$ cat config.mk
export PLATFORM = sky130hd
export DESIGN_NAME = times_table_axi_reader
export DESIGN_NICKNAME = d
export VERILOG_FILES = /design/src/rtl/times_table_axi_reader.sv
export SDC_FILE = /design/constraint.sdc
export NUM_CORES = 1
export LEC_CHECK = 0
export CAP_MARGIN = 20
export CORE_MARGIN = 8
export CORE_UTILIZATION = 29
export DETAILED_ROUTE_END_ITERATION = 8
export PLACE_DENSITY = 0.84
export SETUP_SLACK_MARGIN = 0.2
export SLEW_MARGIN = 40
export SYNTH_ARGS = -nofsm -noshare
export SYNTH_HDL_FRONTEND = slang
export SYNTH_SLANG_ARGS = --single-unit
$ cat constraint.sdc
create_clock -name clk -period 2.1 [get_ports clk]
set_input_delay 0.21 -clock clk [delete_from_list [all_inputs] [get_ports clk]]
set_output_delay 0.21 -clock clk [all_outputs]
set_load 0.01 [all_outputs]
$ cat src/rtl/times_table_axi_reader.sv
// -----------------------------------------------------------------------------
// times_table_axi_reader
//
// Times-table lookup engine. Accepts an operand pair (a, b) on a valid/ready
// request port, issues a single AXI4-Lite read to a preloaded product table
// and returns the product with a one-cycle result strobe.
//
// Table layout: word index {a, b} (a in MSBs), byte address
// BASE_ADDR + ({a, b} << 2); each word holds a*b zero-extended.
//
// Optional feature macro: TT_SELFCHECK_EN
//   When defined, the latched operands are multiplied locally and compared
//   against the captured data; a difference raises chk_mismatch alongside
//   res_valid. This is intended for bring-up and simulation only.
//
// Ports:
//   clk            sole clock, rising edge
//   rst            synchronous, active-high reset
//   req_valid/ready  request handshake; a, b are latched on acceptance
//   a, b           operands (OPW bits each)
//   res_valid      one-cycle strobe, result/res_err valid
//   result         product read from memory (2*OPW bits), held until next capture
//   res_err        RRESP was not OKAY, held until next capture
//   m_axi_ar*      AXI4-Lite read address channel (master side)
//   m_axi_r*       AXI4-Lite read data channel (master side)
//   chk_mismatch   (TT_SELFCHECK_EN only) local product differs from memory data
// -----------------------------------------------------------------------------
module times_table_axi_reader #(
  parameter int                OPW       = 3,
  parameter int                ADDR_W    = 32,
  parameter int                DATA_W    = 32,
  parameter logic [ADDR_W-1:0] BASE_ADDR = '0
) (
  input  logic              clk,
  input  logic              rst,
  input  logic              req_valid,
  output logic              req_ready,
  input  logic [OPW-1:0]    a,
  input  logic [OPW-1:0]    b,
  output logic              res_valid,
  output logic [2*OPW-1:0]  result,
  output logic              res_err,
`ifdef TT_SELFCHECK_EN
  output logic              chk_mismatch,
`endif
  output logic [ADDR_W-1:0] m_axi_araddr,
  output logic              m_axi_arvalid,
  input  logic              m_axi_arready,
  input  logic [DATA_W-1:0] m_axi_rdata,
  input  logic [1:0]        m_axi_rresp,
  input  logic              m_axi_rvalid,
  output logic              m_axi_rready
);

  typedef enum logic [1:0] {
    IDLE = 2'd0,
    ADDR = 2'd1,
    DATA = 2'd2,
    DONE = 2'd3
  } state_t;

  state_t              state_q, state_d;
  logic [ADDR_W-1:0]   araddr_q, araddr_d;
  logic [2*OPW-1:0]    result_q, result_d;
  logic                res_err_q, res_err_d;

  // Only the low 2*OPW data bits carry the product; the rest is ignored.
  logic                rdata_unused;
  assign rdata_unused = ^m_axi_rdata;

`ifdef TT_SELFCHECK_EN
  logic [OPW-1:0]      a_q, a_d;
  logic [OPW-1:0]      b_q, b_d;
  logic                chk_mismatch_q, chk_mismatch_d;
  logic [2*OPW-1:0]    local_product;

  assign local_product = (2*OPW)'(a_q) * (2*OPW)'(b_q);
`endif

  // NOTE: every variable written here gets its hold value first, so no path
  // through the case leaves it unassigned and no latch is inferred.
  always_comb begin
    state_d   = state_q;
    araddr_d  = araddr_q;
    result_d  = result_q;
    res_err_d = res_err_q;
`ifdef TT_SELFCHECK_EN
    a_d            = a_q;
    b_d            = b_q;
    chk_mismatch_d = chk_mismatch_q;
`endif

    case (state_q)
      IDLE: begin
        if (req_valid) begin
          // The address register doubles as the operand latch: later changes
          // on a/b cannot disturb the transaction in flight.
          araddr_d = BASE_ADDR + (ADDR_W'({a, b}) << 2);
`ifdef TT_SELFCHECK_EN
          a_d = a;
          b_d = b;
`endif
          state_d  = ADDR;
        end
      end

      ADDR: begin
        // arvalid is decoded from state, so it cannot drop before arready.
        if (m_axi_arready) state_d = DATA;
      end

      DATA: begin
        if (m_axi_rvalid) begin
          result_d  = m_axi_rdata[2*OPW-1:0];
          res_err_d = (m_axi_rresp != 2'b00);
`ifdef TT_SELFCHECK_EN
          chk_mismatch_d = (m_axi_rdata[2*OPW-1:0] != local_product);
`endif
          state_d   = DONE;
        end
      end

      DONE:    state_d = IDLE;
      default: state_d = IDLE;
    endcase
  end

  // NOTE: state registers use non-blocking assignments so every flop samples
  // the pre-edge values regardless of process ordering.
  always_ff @(posedge clk) begin
    if (rst) begin
      state_q   <= IDLE;
      araddr_q  <= '0;
      result_q  <= '0;
      res_err_q <= 1'b0;
`ifdef TT_SELFCHECK_EN
      a_q            <= '0;
      b_q            <= '0;
      chk_mismatch_q <= 1'b0;
`endif
    end else begin
      state_q   <= state_d;
      araddr_q  <= araddr_d;
      result_q  <= result_d;
      res_err_q <= res_err_d;
`ifdef TT_SELFCHECK_EN
      a_q            <= a_d;
      b_q            <= b_d;
      chk_mismatch_q <= chk_mismatch_d;
`endif
    end
  end

  // Handshake outputs are pure decodes of the state register: no path from
  // any AXI input reaches an AXI output within the same cycle.
  assign req_ready     = (state_q == IDLE);
  assign m_axi_arvalid = (state_q == ADDR);
  assign m_axi_rready  = (state_q == DATA);
  assign res_valid     = (state_q == DONE);
  assign m_axi_araddr  = araddr_q;
  assign result        = result_q;
  assign res_err       = res_err_q;
`ifdef TT_SELFCHECK_EN
  assign chk_mismatch  = chk_mismatch_q;
`endif

endmodule

==> metrics.md <==
| Metric | Value |
|---|---|
| Outcome | `finished, final reports clean` |
| Root buf cell | `clkbuf_4` |
| Final wirelength | `about 2100 um` |
| CP Capture Type | `primary output` |
| Post-synth top area share | `a little over a third` |
| Top-count cell post-synth | `buf_4` |
| Fmax | `around 560 MHz` |
| Leak Pwr | `0.481 nW` |
| Register area share after synthesis | `34.8%` |
| Fin Clk Skew | `~0.0070 ns` |
| Fin Hold WS | `approximately 0.46 ns` |
| Iteration-0 DRC Markers | `36` |
| Rows | `20` |
| PD cells | `942 mW/mm^2` |
| Post-synthesis cell area | `863 sq um` |
| Vias after detailed routing | `694` |
| Synth top area cells | `dfxtp_1 35%, buf_4 23%, a21oi_1 7.5%` |
| Nature of the critical path startpoint | `register` |
| Final count of pins violating max slew | `0` |
| Cells after Synth | `105` |
| Hold WC Path Type | `register to register` |
| Core area | `0.00295 sq mm` |
| RSZ-0062 raised after global routing | `no` |
| Worst Path Arrival | `about 1.6 ns` |
| TritonRoute pass-1 iters | `4` |
| Clk sink count | `15` |
| Critical Path Fanout Max | `4` |
| ANT nets after route | `0` |
| Synth warn | `0` |
| Via/cell ratio | `approximately 4` |
| Drt wl/cell | `12.0 um` |
| Number of buffers created by CTS | `3` |
| Total GRT Usage | `8.10%` |
| Final hold violation count | `0` |
| Largest net degree at the start of global routing | `15` |
| Fin nets | `190` |
| Unique masters post-synth | `17` |
| Setup bufs post-CTS | `0` |
| Vias in the first global route | `744` |
| Max clock buf depth | `2` |
| Starting Density | `29.2%` |
| Post-route setup TNS | `0 ns` |
| Initial antenna violation count | `0` |
| Gr ovfl total | `0` |
| Layout cells sized above 1 | `4.32%` |
| VDD IR max | `239 uV` |
| Worst-Skew Late Latency | `about 0.28 ns` |
| Post-synth ARST share | `0%` |
| P&R area growth vs syn | `34.8%` |
| H-tree depth | `1` |
| Final Setup Violations | `0` |
| Commonest cells in the netlist | `26 x buf_4, 16 x nand2_1, 15 x dfxtp_1, 13 x a21oi_1, 12 x nand3_1` |
| Tmin final | `approximately 1.8 ns` |
| Rel. slew slack | `about two thirds` |
| Worst Tran Pin Value | `0.507 ns` |
| CTS tree | `yes` |
| IO buf count | `35` |
| EDFF count, synth | `0` |
| Die area | `0.00498 sq mm` |
| Leading area contributor after synthesis | `dfxtp_1` |
| Syn Area/Cell | `8.22 sq um` |
| Critical path class | `register to primary output` |
| CP required | `~1.9 ns` |
| First-pass GRT wire length | `3360 um` |
| Primary FF master, synth | `dfxtp_1` |
| Max cap viols | `0` |
| Die Width | `70.6 um` |
| Die height | `70.6 um` |
| Ant diodes | `0` |
| Gp weighted congestion | `0.683` |
| Clock transition at the registers of the reported paths | `roughly 0.1 ns` |
| # IOs | `88` |
| Period utilization | `between 80% and 90%` |
| DRC | `0` |
| Flops & latches, synth | `15` |
-- registers in the layout (all words and copies together), names as in the netlist --
| name | cells |
|---|---|
| m_axi_araddr | 6 |
| res_err | 1 |
| result | 6 |
| state_q | 2 |
-- report_power, final --
group | switching (mW) | internal [mW] | total [mW]
Clock | 0.0923 | 0.0735 | 0.166
Combinational | 0.269 | 0.285 | 0.554
Sequential | 0.0367 | 0.340 | 0.377
-- through the flow --
stage	power [mW]	std cells	setup slack [ns]	utilization, %	area, sq um
global route	1.20	172	0.194	39.4	1160
CTS	1.09	172	0.257	39.1	1150
detailed placement	0.917	168	0.400	38.1	1120
finish	1.10	172	0.307	39.4	1160
floorplan	0.745	130	0.475	-	957
global placement	0.906	168	0.429	38.1	1120
-- final cells by class --
type	count	area, sq um
Tap cell	33	41.3
Sequential cell	15	300
Inverter	3	11.3
Fill cell	314	1790
Timing Repair Buffer	36	358
Multi-Input combinational cell	81	427
Clock buffer	4	26.3
-- critical path: stages (launching register included) --
cell             delay (ns)
dfxtp_1                0.36
inv_1                  0.15
ha_1                   0.23
clkdlybuf4s50_1        0.56
-- timing repair --
action                     CTS  global route
gates resized for setup      1             1
pin swaps                    0             0
setup endpoints to repair    1             1
hold buffers                 0             0
-- per-layer routing --
layer / vias to the layer above / global-route usage [%] / routed length (um)
li1: 358 / - / -
met1: 301 / 7.88 / 793
met4: 0 / 2.08 / 11
met2: 33 / 14.9 / 1070
met5: - / 0 / 0
met3: 2 / 3.81 / 194
-- kinds of logic (layout without fill, tap and decap cells) --
kind of cell,after synthesis,after routing,synth area share (%)
AND/OR/NAND/NOR,35,35,19.6
buffers and inverters,34,43,28.1
flip-flops,15,15,34.8
AO/OA/AOI/OAI,14,14,8.70
adder cells (fa/ha/maj),5,5,7.25
other,1,26,0.434
multiplexers,1,1,1.16
-- final timing paths --
kind	from	endpoint	slack, ns	depth (start not counted)
max	state_q[0]	m_axi_rready	0.31	3
min	result[4]	result[4]	0.46	2
max reg2reg	state_q[0]	state_q[0]	0.53	5
min reg2reg	result[4]	result[4]	0.46	2
-- placed cells by master (no fill, tap or decap) --
master and instances:
conb_1 26, nor3_1 3, clkdlybuf4s50_1 35, ha_4 1, a21oi_1 13, mux2i_1 1
ha_1 4, clkbuf_4 3, nor2b_4 1, or4_1 1, nand2_1 16, buf_4 1
clkbuf_1 1, o211a_1 1, nor2b_1 2, inv_1 3, dfxtp_1 15, nand3_1 12
Note: power is estimated with default switching activity, not from simulation.
